`config.mk`:
```
export PLATFORM = sky130hd
export DESIGN_NAME = alu_issue_ctrl_flat
export DESIGN_NICKNAME = d
export VERILOG_FILES = /design/src/rtl/alu_pkg.sv /design/src/rtl/alu_issue_ctrl_if.sv /design/src/rtl/alu_regfile.sv /design/src/rtl/alu_issue_ctrl.sv /design/src/flat_wrapper.sv
export SDC_FILE = /design/constraint.sdc
export NUM_CORES = 1
export LEC_CHECK = 0
export CAP_MARGIN = 5
export CELL_PAD_IN_SITES_DETAIL_PLACEMENT = 0
export CELL_PAD_IN_SITES_GLOBAL_PLACEMENT = 2
export CORE_MARGIN = 2
export CORE_UTILIZATION = 31
export CTS_CLUSTER_SIZE = 16
export DETAILED_ROUTE_END_ITERATION = 10
export PLACE_DENSITY = 0.78
export SLEW_MARGIN = 10
export SYNTH_ARGS = -nofsm -noshare
export SYNTH_HDL_FRONTEND = slang
export SYNTH_SLANG_ARGS = --single-unit
```
`constraint.sdc`:
```
create_clock -name clk -period 1.77 [get_ports clk]
set_clock_uncertainty 0.1 [all_clocks]
set_input_delay 0.354 -clock clk [delete_from_list [all_inputs] [get_ports clk]]
set_output_delay 0.354 -clock clk [all_outputs]
set_load 0.005 [all_outputs]
```
`src/rtl/alu_pkg.sv`:
```
// Shared encodings for the ALU issue stage: op select values, flag bit positions, FSM states.
package alu_pkg;

  localparam logic [2:0] OP_PASS = 3'b000;
  localparam logic [2:0] OP_ADD  = 3'b001;
  localparam logic [2:0] OP_SUB  = 3'b010;
  localparam logic [2:0] OP_DEC  = 3'b011;
  localparam logic [2:0] OP_AND  = 3'b100;
  localparam logic [2:0] OP_OR   = 3'b101;
  localparam logic [2:0] OP_XOR  = 3'b110;
  localparam logic [2:0] OP_RSVD = 3'b111;

  localparam int F_Z = 3;
  localparam int F_N = 2;
  localparam int F_O = 1;
  localparam int F_C = 0;

  typedef enum logic [1:0] {
    ST_IDLE = 2'd0,
    ST_EXEC = 2'd1,
    ST_RESP = 2'd2
  } state_t;

  function automatic logic is_rsvd(input logic [2:0] op);
    return op == OP_RSVD;
  endfunction

endpackage

```
`src/rtl/alu_issue_ctrl_if.sv`:
```
// Command, ALU operand/result and response signals of the ALU issue stage.
interface alu_issue_ctrl_if #(
  parameter int WIDTH = 8,
  parameter int AW    = 3
);
  logic             cmd_valid;
  logic             cmd_ready;
  logic [3:0]       cmd_op;
  logic             cmd_use_c;
  logic [AW-1:0]    cmd_rd;
  logic [AW-1:0]    cmd_ra;
  logic [AW-1:0]    cmd_rb;
  logic             cmd_imm_en;
  logic [WIDTH-1:0] cmd_imm;

  logic [WIDTH-1:0] alu_a;
  logic [WIDTH-1:0] alu_b;
  logic [3:0]       alu_s;
  logic [WIDTH-1:0] alu_g;
  logic             alu_z;
  logic             alu_n;
  logic             alu_o;
  logic             alu_c;

  logic             rsp_valid;
  logic             rsp_ready;
  logic [WIDTH-1:0] rsp_result;
  logic [3:0]       rsp_flags;
  logic             rsp_err;

  modport slave (
    input  cmd_valid, cmd_op, cmd_use_c, cmd_rd, cmd_ra, cmd_rb, cmd_imm_en, cmd_imm,
    output cmd_ready,
    output alu_a, alu_b, alu_s,
    input  alu_g, alu_z, alu_n, alu_o, alu_c,
    output rsp_valid, rsp_result, rsp_flags, rsp_err,
    input  rsp_ready
  );

  modport master (
    output cmd_valid, cmd_op, cmd_use_c, cmd_rd, cmd_ra, cmd_rb, cmd_imm_en, cmd_imm,
    input  cmd_ready,
    input  alu_a, alu_b, alu_s,
    output alu_g, alu_z, alu_n, alu_o, alu_c,
    input  rsp_valid, rsp_result, rsp_flags, rsp_err,
    output rsp_ready
  );

endinterface

```
`src/rtl/alu_regfile.sv`:
```
// Register file with two asynchronous read ports and one synchronous write port; R0 is hardwired 0.
module alu_regfile #(
  parameter int WIDTH = 8,
  parameter int NREGS = 8,
  parameter int AW    = $clog2(NREGS)
) (
  input  logic             clk,
  input  logic             rst,
  input  logic             we,
  input  logic [AW-1:0]    waddr,
  input  logic [WIDTH-1:0] wdata,
  input  logic [AW-1:0]    raddr_a,
  output logic [WIDTH-1:0] rdata_a,
  input  logic [AW-1:0]    raddr_b,
  output logic [WIDTH-1:0] rdata_b
);

  logic [WIDTH-1:0] mem [NREGS];

  always_ff @(posedge clk) begin
    if (rst) begin
      for (int i = 0; i < NREGS; i++) mem[i] <= '0;
    end else if (we && (waddr != '0)) begin
      mem[waddr] <= wdata;
    end
  end

  assign rdata_a = (raddr_a == '0) ? '0 : mem[raddr_a];
  assign rdata_b = (raddr_b == '0) ? '0 : mem[raddr_b];

endmodule

```
`src/rtl/alu_issue_ctrl.sv`:
```
// Operand/issue stage in front of the ALU: latches a command, presents registered operands,
// captures the ALU result and flags, writes back and returns a response.
module alu_issue_ctrl
  import alu_pkg::*;
#(
  parameter int WIDTH = 8,
  parameter int NREGS = 8
) (
  input logic              clk,
  input logic              rst,
  alu_issue_ctrl_if.slave  bus
);

  localparam int AW = $clog2(NREGS);

  state_t           state_q, state_d;
  logic             cmd_ready, rsp_valid, rf_we, accept;
  logic [WIDTH-1:0] rf_a, rf_b;
  logic [WIDTH-1:0] alu_a_q, alu_b_q, rsp_result_q;
  logic [3:0]       alu_s_q, rsp_flags_q, flags_q, alu_flags;
  logic [AW-1:0]    rd_q;
  logic             rsp_err_q;

  alu_regfile #(.WIDTH(WIDTH), .NREGS(NREGS), .AW(AW)) u_rf (
    .clk     (clk),
    .rst     (rst),
    .we      (rf_we),
    .waddr   (rd_q),
    .wdata   (bus.alu_g),
    .raddr_a (bus.cmd_ra),
    .rdata_a (rf_a),
    .raddr_b (bus.cmd_rb),
    .rdata_b (rf_b)
  );

  assign accept = bus.cmd_valid && cmd_ready;

  always_comb begin
    alu_flags      = '0;
    alu_flags[F_Z] = bus.alu_z;
    alu_flags[F_N] = bus.alu_n;
    alu_flags[F_O] = bus.alu_o;
    alu_flags[F_C] = bus.alu_c;
  end

  always_comb begin
    state_d   = state_q;
    cmd_ready = 1'b0;
    rsp_valid = 1'b0;
    rf_we     = 1'b0;
    unique case (state_q)
      ST_IDLE: begin
        cmd_ready = 1'b1;
        if (bus.cmd_valid) state_d = is_rsvd(bus.cmd_op[3:1]) ? ST_RESP : ST_EXEC;
      end
      ST_EXEC: begin
        rf_we   = 1'b1;
        state_d = ST_RESP;
      end
      ST_RESP: begin
        rsp_valid = 1'b1;
        if (bus.rsp_ready) state_d = ST_IDLE;
      end
      default: state_d = ST_IDLE;
    endcase
  end

  always_ff @(posedge clk) begin
    if (rst) begin
      state_q      <= ST_IDLE;
      alu_a_q      <= '0;
      alu_b_q      <= '0;
      alu_s_q      <= '0;
      rd_q         <= '0;
      rsp_result_q <= '0;
      rsp_flags_q  <= '0;
      flags_q      <= '0;
      rsp_err_q    <= 1'b0;
    end else begin
      state_q <= state_d;
      // Issue boundary: operands leave the register file and stay stable through EXEC.
      if (accept) begin
        if (is_rsvd(bus.cmd_op[3:1])) begin
          rsp_err_q <= 1'b1;
        end else begin
          alu_a_q <= rf_a;
          alu_b_q <= bus.cmd_imm_en ? bus.cmd_imm : rf_b;
          alu_s_q <= {bus.cmd_op[3:1], bus.cmd_use_c ? flags_q[F_C] : bus.cmd_op[0]};
          rd_q    <= bus.cmd_rd;
        end
      end
      // Capture boundary: ALU output is registered alongside the register-file writeback.
      if (state_q == ST_EXEC) begin
        rsp_result_q <= bus.alu_g;
        rsp_flags_q  <= alu_flags;
        flags_q      <= alu_flags;
        rsp_err_q    <= 1'b0;
      end
    end
  end

  assign bus.cmd_ready  = cmd_ready;
  assign bus.rsp_valid  = rsp_valid;
  assign bus.alu_a      = alu_a_q;
  assign bus.alu_b      = alu_b_q;
  assign bus.alu_s      = alu_s_q;
  assign bus.rsp_result = rsp_result_q;
  assign bus.rsp_flags  = rsp_flags_q;
  assign bus.rsp_err    = rsp_err_q;

endmodule

```
`src/flat_wrapper.sv`:
```
// flat-port wrapper written by rule: the top's interface ports become plain ports
module alu_issue_ctrl_flat import alu_pkg::*;
#(
  parameter int WIDTH = 8,
  parameter int NREGS = 8
)
  (clk, rst, bus_cmd_valid, bus_cmd_op, bus_cmd_use_c, bus_cmd_rd, bus_cmd_ra, bus_cmd_rb, bus_cmd_imm_en, bus_cmd_imm, bus_cmd_ready, bus_alu_a, bus_alu_b, bus_alu_s, bus_alu_g, bus_alu_z, bus_alu_n, bus_alu_o, bus_alu_c, bus_rsp_valid, bus_rsp_result, bus_rsp_flags, bus_rsp_err, bus_rsp_ready);
  alu_issue_ctrl_if #(.WIDTH(WIDTH), .AW((3))) bus_i ();
  input logic clk;
  input logic rst;
  input wire logic [$bits(bus_i.cmd_valid)-1:0] bus_cmd_valid;
  input wire logic [$bits(bus_i.cmd_op)-1:0] bus_cmd_op;
  input wire logic [$bits(bus_i.cmd_use_c)-1:0] bus_cmd_use_c;
  input wire logic [$bits(bus_i.cmd_rd)-1:0] bus_cmd_rd;
  input wire logic [$bits(bus_i.cmd_ra)-1:0] bus_cmd_ra;
  input wire logic [$bits(bus_i.cmd_rb)-1:0] bus_cmd_rb;
  input wire logic [$bits(bus_i.cmd_imm_en)-1:0] bus_cmd_imm_en;
  input wire logic [$bits(bus_i.cmd_imm)-1:0] bus_cmd_imm;
  output wire logic [$bits(bus_i.cmd_ready)-1:0] bus_cmd_ready;
  output wire logic [$bits(bus_i.alu_a)-1:0] bus_alu_a;
  output wire logic [$bits(bus_i.alu_b)-1:0] bus_alu_b;
  output wire logic [$bits(bus_i.alu_s)-1:0] bus_alu_s;
  input wire logic [$bits(bus_i.alu_g)-1:0] bus_alu_g;
  input wire logic [$bits(bus_i.alu_z)-1:0] bus_alu_z;
  input wire logic [$bits(bus_i.alu_n)-1:0] bus_alu_n;
  input wire logic [$bits(bus_i.alu_o)-1:0] bus_alu_o;
  input wire logic [$bits(bus_i.alu_c)-1:0] bus_alu_c;
  output wire logic [$bits(bus_i.rsp_valid)-1:0] bus_rsp_valid;
  output wire logic [$bits(bus_i.rsp_result)-1:0] bus_rsp_result;
  output wire logic [$bits(bus_i.rsp_flags)-1:0] bus_rsp_flags;
  output wire logic [$bits(bus_i.rsp_err)-1:0] bus_rsp_err;
  input wire logic [$bits(bus_i.rsp_ready)-1:0] bus_rsp_ready;
  assign bus_i.cmd_valid = bus_cmd_valid;
  assign bus_i.cmd_op = bus_cmd_op;
  assign bus_i.cmd_use_c = bus_cmd_use_c;
  assign bus_i.cmd_rd = bus_cmd_rd;
  assign bus_i.cmd_ra = bus_cmd_ra;
  assign bus_i.cmd_rb = bus_cmd_rb;
  assign bus_i.cmd_imm_en = bus_cmd_imm_en;
  assign bus_i.cmd_imm = bus_cmd_imm;
  assign bus_cmd_ready = bus_i.cmd_ready;
  assign bus_alu_a = bus_i.alu_a;
  assign bus_alu_b = bus_i.alu_b;
  assign bus_alu_s = bus_i.alu_s;
  assign bus_i.alu_g = bus_alu_g;
  assign bus_i.alu_z = bus_alu_z;
  assign bus_i.alu_n = bus_alu_n;
  assign bus_i.alu_o = bus_alu_o;
  assign bus_i.alu_c = bus_alu_c;
  assign bus_rsp_valid = bus_i.rsp_valid;
  assign bus_rsp_result = bus_i.rsp_result;
  assign bus_rsp_flags = bus_i.rsp_flags;
  assign bus_rsp_err = bus_i.rsp_err;
  assign bus_i.rsp_ready = bus_rsp_ready;
  alu_issue_ctrl #(.WIDTH(WIDTH), .NREGS(NREGS)) u_core (.clk(clk), .rst(rst), .bus(bus_i));
endmodule
```
==> results of run 1 <==
-- logic make-up after synthesis --
| logic type | after synthesis |
|---|---|
| AO/OA/AOI/OAI | 69 |
| multiplexers | 42 |
| AND/OR/NAND/NOR | 171 |
| buffers and inverters | 27 |
| flip-flops | 94 |
-- repair_timing --
action,in CTS,in global routing
setup endpoints to repair,16,36
gates cloned,1,1
pin swaps,3,3
buffers inserted,0,5
gates resized for setup,9,12
-- worst register-to-register path: stages, from the launching register on --
cell and delay (ps):
sky130_fd_sc_hd__dfxtp_2 330, sky130_fd_sc_hd__or3b_1 380, sky130_fd_sc_hd__or2_1 230, sky130_fd_sc_hd__or4_1 460, sky130_fd_sc_hd__o22ai_1 140
-- layout by cell type (no fill, tap or decap), types with 7 or more instances in the layout --
| cell type | n |
|---|---|
| sky130_fd_sc_hd__dfxtp_1 | 36 |
| sky130_fd_sc_hd__clkbuf_16 | 10 |
| sky130_fd_sc_hd__nand2_1 | 49 |
| sky130_fd_sc_hd__a21oi_1 | 35 |
| sky130_fd_sc_hd__buf_4 | 35 |
| sky130_fd_sc_hd__o221ai_1 | 7 |
| sky130_fd_sc_hd__mux2_2 | 13 |
| sky130_fd_sc_hd__mux2i_1 | 20 |
| sky130_fd_sc_hd__edfxtp_1 | 56 |
| sky130_fd_sc_hd__nand2b_1 | 13 |
| sky130_fd_sc_hd__mux4_2 | 9 |
| sky130_fd_sc_hd__and2_1 | 56 |
| sky130_fd_sc_hd__clkdlybuf4s50_1 | 68 |
| sky130_fd_sc_hd__nor2_1 | 16 |
-- report_power, final --
| group | switching [mW] | total, mW | internal (mW) |
|---|---|---|---|
| clock | 0.798 | 2.18 | 1.38 |
| sequential | 0.0616 | 2.48 | 2.42 |
| combinational | 0.349 | 0.751 | 0.401 |
| total | 1.21 | 5.41 | 4.20 |
-- state kept, by name, summed over array words and instances, names as in the netlist --
signal and flops:
u_core.bus.alu_b 8, u_core.bus.rsp_result 8, u_core.bus.rsp_err 1, u_core.bus.alu_a 8
u_core.bus.alu_s 4, u_core.state_q 2, u_core.rd_q 3, u_core.u_rf.mem 56
u_core.flags_q 4
-- worst max-delay path by stage --
stage	to	startpoint	slack, ps	cells after the start
after floorplan	u_core.u_rf.mem[2][0]	u_core.state_q[1]	-90	4
after global placement	u_core.bus.alu_b[7]	bus_cmd_valid	-430	5
after detailed placement	u_core.bus.alu_b[3]	bus_cmd_valid	-450	7
after CTS	u_core.bus.alu_b[7]	u_core.state_q[1]	7	4
after global routing	u_core.bus.alu_b[7]	u_core.state_q[0]	-30	4
final	u_core.bus.alu_b[5]	bus_cmd_rb[2]	5	6
-- per-stage QoR --
step                hold slack [ps]    util
finish                        354.8  0.4385
global route                  368.1  0.4385
CTS                           357.0  0.4302
detailed placement            347.9  0.4052
global placement              343.1  0.4052
floorplan                     352.7       -
-- area by class of cell --
cell class,instances,area [sq um]
clock inverter,4,95.09
inverter,2,7.507
sequential,94,2445
clock buffer,12,236.5
fill,1341,7855
multi-input combinational,282,1976
timing repair buffer,117,1149
tap,180,225.2
-- routing by layer --
metal,vias up,GRT usage,wire length [um]
met1,1641,0.2069,5515
met3,18,0.03755,423
met4,0,0.05899,252
li1,1675,-,-
met2,69,0.2651,5866
met5,-,0,0
==> impl_metrics.ini, run 1 <==
[hold_path]
holdPathEnd = u_core.bus.alu_a[1]
worstHoldStart = u_core.bus.alu_a[1]
min_path_type = flip-flop to flip-flop
hold-path-cell-count = 2

[timing]
tightest_slew_ps = 341.6
finalSetupTns_ps = 0
setup_repair_after_global_routing_missed_its_margin = yes
timing.max_slew.rel_slack = 0.7702
fmaxAchievable_mhz = 566.7
final-max-slew-violation-count = 0
share_of_the_clock_period_used_by_the_worst_path = 0.9970
final_setup_vio_count = 0
hold_viol_final = 0
fin_crit_ps = 1765
postLayoutSetupSlackWorst_ps = 5.366

[worst_setup_path]
critical_path_peak_fanout = 13
worstSetupPathType = input port to flip-flop
slowest_delay_ps = 520
worst-r2r-setup-slack_ps = 50
cp.required_ps = 1900
cell_chain_of_the_critical_path = clkdlybuf4s50_1 > buf_12 > mux2_2 > o22ai_1 > or3_1 > a211oi_2
setup.worst_path.start_class = input port
timing.critical_path.max_delay_family = buffers and inverters
arrival_time_of_data_at_the_critical_path_endpoint_ps = 1900
slowest_stage = sky130_fd_sc_hd__clkdlybuf4s50_1
cp.buffers_inverters = 2
ff2ff_path_depth = 4
worst_reg2reg_startpoint = u_core.state_q[0]
r2r_end = u_core.bus.alu_b[7]
end_kind = flip-flop

[synthesis]
yosys.area_share.simple = 0.2019
synth_top_area_cell = sky130_fd_sc_hd__edfxtp_1
dominantRegCellSynth = sky130_fd_sc_hd__edfxtp_1
ys_seq_area_frac = 0.5472
synth_compound_gate_area_share = 0.1029
postSynthAreaPerCell_sq_um = 11.07
synthesized_netlist_net_count = 442
synth.cells.most_frequent = 56 x sky130_fd_sc_hd__and2_1, 56 x sky130_fd_sc_hd__edfxtp_1, 49 x sky130_fd_sc_hd__nand2_1
yosys_register_bits = 94
yosysUniqueCellTypes = 36
synthMuxAreaShare = 0.1231
netlist_area_sq_um = 4463
main_combinational_cell_family_by_area_after_synthesis = simple AND/OR/NAND/NOR gates
syn-instance-count = 403
synth_enable_flop_cells = 56
synth_xor_xnor_area_share = 0
synth_top_cell_area_share = 0.3768
synthesis.yosys.warnings = 0
netlist_top_cells_area = sky130_fd_sc_hd__edfxtp_1 38%, sky130_fd_sc_hd__dfxtp_1 17%, sky130_fd_sc_hd__and2_1 7.8%
fraction_of_registers_with_async_set_reset = 0
synth_adder_area_share = 0

[pwr]
power-per-cell-area_nw_per_um2 = 881.7
power.leakage_nw = 2.295
worst_ir_drop_vdd_mv = 0.5691
power.total_mw = 5.408

[drt]
post_drt_wl_per_cell_um = 17.45
firstDrtPassIters = 4
routed-via-count = 3403
routed_via_density = 4.925
drc_violations = 0
route.final.wire_length_mm = 12.06
first_iter_violations = 165
ant_nets = 0

[cells_and_area]
post-route-cell-area_sq_um = 6133
final_layout_size_suffix_gt1_frac = 0.2016
antenna-diode-count = 0
finish.cell_count_without_fillers = 691
fin_nets = 545
syn2layout_area_growth_pct = 37.43

[placement]
place_inst = 668
gp_routability_congestion = 0.8115
hpwlAfterDp_mm = 8.631
worst_setup_timing_slack_at_the_placement_stage_ps = -446.1
postPlaceCellArea_sq_um = 5668
input_output_buffers = 73

[global_routing]
antenna_violations_before_repair = 0
global_route.overflow_total = 0
grt_pass1_vias = 3387
groute.usage.overall = 0.1610
grt_first_pass_wirelength_mm = 18.21
grt_max_degree = 21

[die]
overall_die_area_sq_um = 15370
io-pin-count = 74
dieHeight_um = 124.0
initial_core_util = 0.3191
chipWidth_um = 124.0
fp-row-count = 43
core_sq_um = 13990

[clocking]
cts_htree_levels = 3
clock_insertion_delay_worst_skew_ps = 350
cts_tree = yes
numCtsBuffers = 9
cts_num_sinks = 94
cts_hold_buf = 0
clkSlewWorstSetupHoldPaths_ps = 60
ctsLongestPathBuffers = 2
root_buffer = sky130_fd_sc_hd__clkbuf_16

[flow_run]
cap_violations = 0

[run_status]
outcome = completed
No activity file was read; power rests on OpenSTA's default activity.
==> inputs of run 2 (changes only) <==
==> constraint.sdc (replaced) <==
create_clock -name clk -period 1.77 [get_ports clk]
set_clock_uncertainty 0.1 [all_clocks]
set_input_delay 0.2655 -clock clk [delete_from_list [all_inputs] [get_ports clk]]
set_output_delay 0.2655 -clock clk [all_outputs]
set_load 0.005 [all_outputs]
==> run 2 against run 1 <==
Effect of this change: count of clock-buffer cells in the layout decreased by 1; first-iteration DRC count increased by 24%; setup slack improved by 46 ps; via count decreased by 0.44%; core utilization decreased by 0.95 points; sequential power about the same; maximum frequency increased by 2.6%; cell area decreased by 2.2%; wire length decreased by 1.5%; power decreased by 7.6%; highest routed layer unchanged.
==> impl_metrics.ini, run 2 (same netlist as run 1, synthesis figures left out) <==
[timing]
fin_crit_ps = 1719
final-max-slew-violation-count = 0
tightest_slew_ps = 393.0
timing.max_slew.rel_slack = 0.7380
share_of_the_clock_period_used_by_the_worst_path = 0.9712
fmaxAchievable_mhz = 581.7
hold_viol_final = 0
final_setup_vio_count = 0
final.hold.worst_slack_ps = 212.8

[cells_and_area]
final_layout_size_suffix_gt1_frac = 0.1861
fillCellCount = 1380
area.sequential_sq_um = 2444
antenna-diode-count = 0
max_reg_flops = 56
fin_nets = 539
multiInputGateArea_sq_um = 1967
top_register = u_core.u_rf.mem
post-route-cell-area_sq_um = 6001
layout.cells.most_common_list = 68 x sky130_fd_sc_hd__clkdlybuf4s50_1, 56 x sky130_fd_sc_hd__and2_1, 56 x sky130_fd_sc_hd__edfxtp_1, 49 x sky130_fd_sc_hd__nand2_1, 37 x sky130_fd_sc_hd__dfxtp_1
syn2layout_area_growth_pct = 34.45
final_core_utilization = 0.4290
most_common_library_cell_in_the_layout_ignoring_fill_and_taps = sky130_fd_sc_hd__clkdlybuf4s50_1

[clocking]
numCtsBuffers = 9
root_buffer = sky130_fd_sc_hd__clkbuf_16
cts_setup_buffers = 0
cts_num_sinks = 94
clkSlewWorstSetupHoldPaths_ps = 70
cts_hold_buf = 0
clock_insertion_delay_worst_skew_ps = 350
cts_htree_levels = 3
ctsLongestPathBuffers = 2
cts_tree = yes

[worst_setup_path]
cp.buffers_inverters = 0
worst_reg2reg_startpoint = u_core.state_q[1]
arrival_time_of_data_at_the_critical_path_endpoint_ps = 1900
cp.required_ps = 1950
cell_chain_of_the_critical_path = or3b_4 > or2_1 > or4_4 > o22ai_2
timing.critical_path.max_delay_family = simple AND/OR/NAND/NOR gates
slowest_delay_ps = 420
worstSetupPathType = flip-flop to flip-flop
setup.worst_path.start_class = flip-flop
ff2ff_path_depth = 4
end_kind = flip-flop
r2r_end = u_core.bus.alu_b[7]
critical_path_peak_fanout = 6
worst-r2r-setup-slack_ps = 50
slowest_stage = sky130_fd_sc_hd__or4_4

[global_routing]
grt_pass1_vias = 3384
grt_max_degree = 36
groute.usage.overall = 0.1585
global_route.overflow_total = 0
grt_first_pass_wirelength_mm = 17.97
antenna_violations_before_repair = 0

[drt]
routed-via-count = 3388
post_drt_wl_per_cell_um = 17.34
route.final.wire_length_mm = 11.88
drc_violations = 0
firstDrtPassIters = 4
ant_nets = 0
first_iter_violations = 205
routed_via_density = 4.946

[placement]
hpwlAfterDp_mm = 8.789
gp_routability_congestion = 0.7979
postPlaceCellArea_sq_um = 5644
input_output_buffers = 73

[die]
initial_core_util = 0.3191
core_sq_um = 13990
chipWidth_um = 124.0
overall_die_area_sq_um = 15370
dieHeight_um = 124.0
fp-row-count = 43
io-pin-count = 74

[run_status]
outcome = completed

[hold_path]
holdPathEnd = u_core.state_q[1]
hold-path-cell-count = 3
worstHoldStart = bus_cmd_valid
min_path_type = input port to flip-flop

[pwr]
worst_ir_drop_vdd_mv = 0.4350
power-per-cell-area_nw_per_um2 = 832.8
power.leakage_nw = 2.219

[flow_run]
cap_violations = 0
run 2: changes by cell type in the layout (fill, tap and decap cells not counted), sizes merged:
cell,before,now
buf,44,38
dlygate4sd2,3,2
clkinv,2,3
clkinvlp,0,3
bufinv,3,0
clkbuf,13,12
dlymetal6s2s,1,2
run 2: repair_timing:
item                       4_1_cts  5_1_grt
cloned                           0        1
pin swaps                        2        2
setup endpoints to repair       10       36
resized for setup                5       14
run 2: worst max-delay path by stage:
stage                                  to              start  slack [ps]  cells past startpoint
floorplan           u_core.u_rf.mem[2][0]  u_core.state_q[1]         -80                      4
global placement      u_core.bus.alu_b[7]      bus_cmd_valid        -390                      5
detailed placement    u_core.bus.alu_b[5]      bus_cmd_valid        -420                      7
CTS                 u_core.u_rf.mem[4][2]  u_core.state_q[1]           6                      3
global route          u_core.bus.alu_b[7]  u_core.state_q[1]        -0.1                      4
finish                u_core.bus.alu_b[7]  u_core.state_q[1]          50                      4
run 2: where the power goes:
part / leakage [nW] / switching, mW / internal (mW) / total [mW]
logic: 1.21 / 0.340 / 0.395 / 0.735
registers: 0.889 / 0.0645 / 2.42 / 2.48
clock network: 0.122 / 0.828 / 0.953 / 1.78
total: 2.22 / 1.23 / 3.77 / 5.00
run 2: worst register-to-register path: cells and delay by family, from the launching register on:
family	cells	cell delay, ps
simple gates	3	1060
compound gates	1	150
flops	1	350
run 2: final cells by class:
cell class,instances,area share
Clock inverter,5,0.006047
Sequential cell,94,0.4072
Timing Repair Buffer,111,0.1814
Clock buffer,11,0.03878
Multi-Input combinational cell,282,0.3278
Inverter,2,0.001251
Tap cell,180,0.03753
run 2: metal layers:
| layer | GRT usage | vias to the layer above | share of wire |
|---|---|---|---|
| met2 | 0.2672 | 65 | 0.50 |
| li1 | - | 1661 | - |
| met3 | 0.04258 | 7 | 0.041 |
| met4 | 0.03862 | 0 | 0.0098 |
| met5 | 0 | - | 0 |
| met1 | 0.2032 | 1655 | 0.45 |
run 2: per-stage QoR:
stage / total power, mW / setup WS (ps) / TNS, ps / std cells
floorplan: 2.845 / -78.98 / -1931 / 403
global placement: 3.229 / -388.1 / -6730 / 668
detailed placement: 3.241 / -416.6 / -7840 / 668
CTS: 5.025 / 6.220 / 0 / 684
global route: 5.204 / -0.1408 / -0.1408 / 685
finish: 4.998 / 50.91 / 0 / 685
==> inputs of run 3 (changes only) <==
--- a/config.mk
+++ b/config.mk
@@ -12,8 +12,9 @@
 export CORE_UTILIZATION = 31
 export CTS_CLUSTER_SIZE = 16
 export DETAILED_ROUTE_END_ITERATION = 10
+export GPL_TIMING_DRIVEN = 0
 export PLACE_DENSITY = 0.78
-export SLEW_MARGIN = 10
+export SLEW_MARGIN = 5
 export SYNTH_ARGS = -nofsm -noshare
 export SYNTH_HDL_FRONTEND = slang
 export SYNTH_SLANG_ARGS = --single-unit
==> run 3 against run 2 <==
Effect of this change: the flow now finishes with violations (setup timing); highest routed layer unchanged; cell area shrank 1.2%; die area did not move; sequential power about the same; combinational power fell by 4.5%; sequential cell count unchanged; core utilization shrank 0.52 points; critical path type unchanged.
==> impl_metrics.ini, run 3 (same netlist as run 1, synthesis figures left out) <==
[placement]
input_output_buffers = 69
hpwlAfterDp_mm = 8.984
place_inst = 653
worst_setup_timing_slack_at_the_placement_stage_ps = -786.3
gp_routability_congestion = 0.8173

[flow_run]
cap_violations = 0

[clocking]
cts_htree_levels = 3
root_buffer = sky130_fd_sc_hd__clkbuf_16
numCtsBuffers = 9
cts_num_sinks = 94
clkSlewWorstSetupHoldPaths_ps = 60
cts_tree = yes
ctsLongestPathBuffers = 2
clock_insertion_delay_worst_skew_ps = 350

[cells_and_area]
layout.cells.most_common_list = 65 x sky130_fd_sc_hd__clkdlybuf4s50_1, 56 x sky130_fd_sc_hd__and2_1, 56 x sky130_fd_sc_hd__edfxtp_1, 49 x sky130_fd_sc_hd__nand2_1, 36 x sky130_fd_sc_hd__dfxtp_1
max_reg_flops = 56
area.sequential_sq_um = 2450
most_common_library_cell_in_the_layout_ignoring_fill_and_taps = sky130_fd_sc_hd__clkdlybuf4s50_1
final_layout_size_suffix_gt1_frac = 0.1794
finish.cell_count_without_fillers = 676
final_core_utilization = 0.4238
fillCellCount = 1368
fin_nets = 530
multiInputGateArea_sq_um = 2044
antenna-diode-count = 0
syn2layout_area_growth_pct = 32.83
top_register = u_core.u_rf.mem

[timing]
hold_viol_final = 0
fmaxAchievable_mhz = 556.8
postLayoutSetupSlackWorst_ps = -25.89
setup_repair_after_global_routing_missed_its_margin = yes
tightest_slew_ps = 627.9
finalSetupTns_ps = -25.89
share_of_the_clock_period_used_by_the_worst_path = 1.015
final_setup_vio_count = 1
timing.max_slew.rel_slack = 0.5814
fin_crit_ps = 1796
final-max-slew-violation-count = 0

[worst_setup_path]
slowest_stage = sky130_fd_sc_hd__or3b_4
arrival_time_of_data_at_the_critical_path_endpoint_ps = 1960
timing.critical_path.max_delay_family = simple AND/OR/NAND/NOR gates
cp.required_ps = 1940
worstSetupPathType = flip-flop to flip-flop
setup.worst_path.start_class = flip-flop
cp.buffers_inverters = 0
cell_chain_of_the_critical_path = or3b_4 > or2_4 > or4_1 > o22ai_1
critical_path_peak_fanout = 5
end_kind = flip-flop
slowest_delay_ps = 430

[drt]
route.final.wire_length_mm = 12.15
firstDrtPassIters = 5
routed-via-count = 3395
first_iter_violations = 202
post_drt_wl_per_cell_um = 17.97
routed_via_density = 5.022
drc_violations = 0
ant_nets = 0

[pwr]
share_of_total_power_in_the_clock_network = 0.385
worst_ir_drop_vdd_mv = 0.4344
power-per-cell-area_nw_per_um2 = 872.6
power.leakage_nw = 2.132
intPower_mw = 3.939
share_comb_of_total_power = 0.136
sequentialPowerShare = 0.480
netSwitchingPower_mw = 1.234
switching_share_of_power = 0.2385

[global_routing]
antenna_violations_before_repair = 0
global_route.overflow_total = 0
grt_first_pass_wirelength_mm = 18.46
grt_max_degree = 16
grt_pass1_vias = 3380
groute.usage.overall = 0.1659

[run_status]
outcome = finished with violations
failed_checks = setup timing

[die]
overall_die_area_sq_um = 15370
chipWidth_um = 124.0
fp-row-count = 43
initial_core_util = 0.3191
dieHeight_um = 124.0
core_sq_um = 13990
io-pin-count = 74

[hold_path]
min_path_type = input port to flip-flop
## run 3: worst reg2reg max path: cells and delay by family, from the launching register on
kind	cells	cell delay (ps)
compound gates	1	170
flops	1	360
simple gates	3	1100
## run 3: through the flow
step	power [mW]	hold WS [ps]	cell area, sq um
2_1_floorplan	2.845	301.5	4469
3_3_place_gp	3.178	343.3	5385
3_5_place_dp	3.192	348.4	5399
4_1_cts	5.215	312.5	5898
5_1_grt	5.354	352.2	5928
6_report	5.173	302.9	5928
## run 3: worst paths after layout
path | startpoint | slack, ps | to | depth (start not counted)
worst max-delay path | u_core.state_q[0] | -30 | u_core.bus.alu_b[7] | 4
worst min-delay path | bus_cmd_valid | 300 | u_core.state_q[1] | 3
worst max register to register | u_core.state_q[0] | -30 | u_core.bus.alu_b[7] | 4
worst min register to register | u_core.bus.alu_a[4] | 350 | u_core.bus.alu_a[4] | 2
## run 3: power groups by stage
stage,Sequential [mW],Combinational [mW],Clock [mW]
after floorplan,2.51,0.330,0
after global placement,2.52,0.658,0
after detailed placement,2.53,0.666,0
after CTS,2.48,0.704,2.03
after global routing,2.49,0.762,2.10
final,2.48,0.702,1.99
## run 3: repair_timing
action / 4_1_cts / 5_1_grt
gates resized for setup: 47 / 6
pin swaps: 9 / 1
gates cloned: 0 / 0
setup endpoints to repair: 136 / 36
buffers inserted: 7 / 2
hold buffers: 0 / 0
## run 3: final cells by class
| type | instances | share of cell area |
|---|---|---|
| plain buffers | 23 | 0.02153 |
| repair buffers | 79 | 0.1283 |
| flip-flops and latches | 94 | 0.4133 |
| well taps | 180 | 0.03799 |
| clock inverters | 5 | 0.009498 |
| inverters | 2 | 0.001900 |
| multi-input cells | 282 | 0.3449 |
| clock buffers | 11 | 0.04263 |
## run 3: routing by layer
layer / vias up / wire [um] / GRT usage / share of wire
met4: 0 / 288 / 0.06952 / 0.024
li1: 1641 / - / - / -
met3: 20 / 568 / 0.03846 / 0.047
met1: 1636 / 5449 / 0.2122 / 0.45
met2: 98 / 5843 / 0.2703 / 0.48
met5: - / 0 / 0 / 0
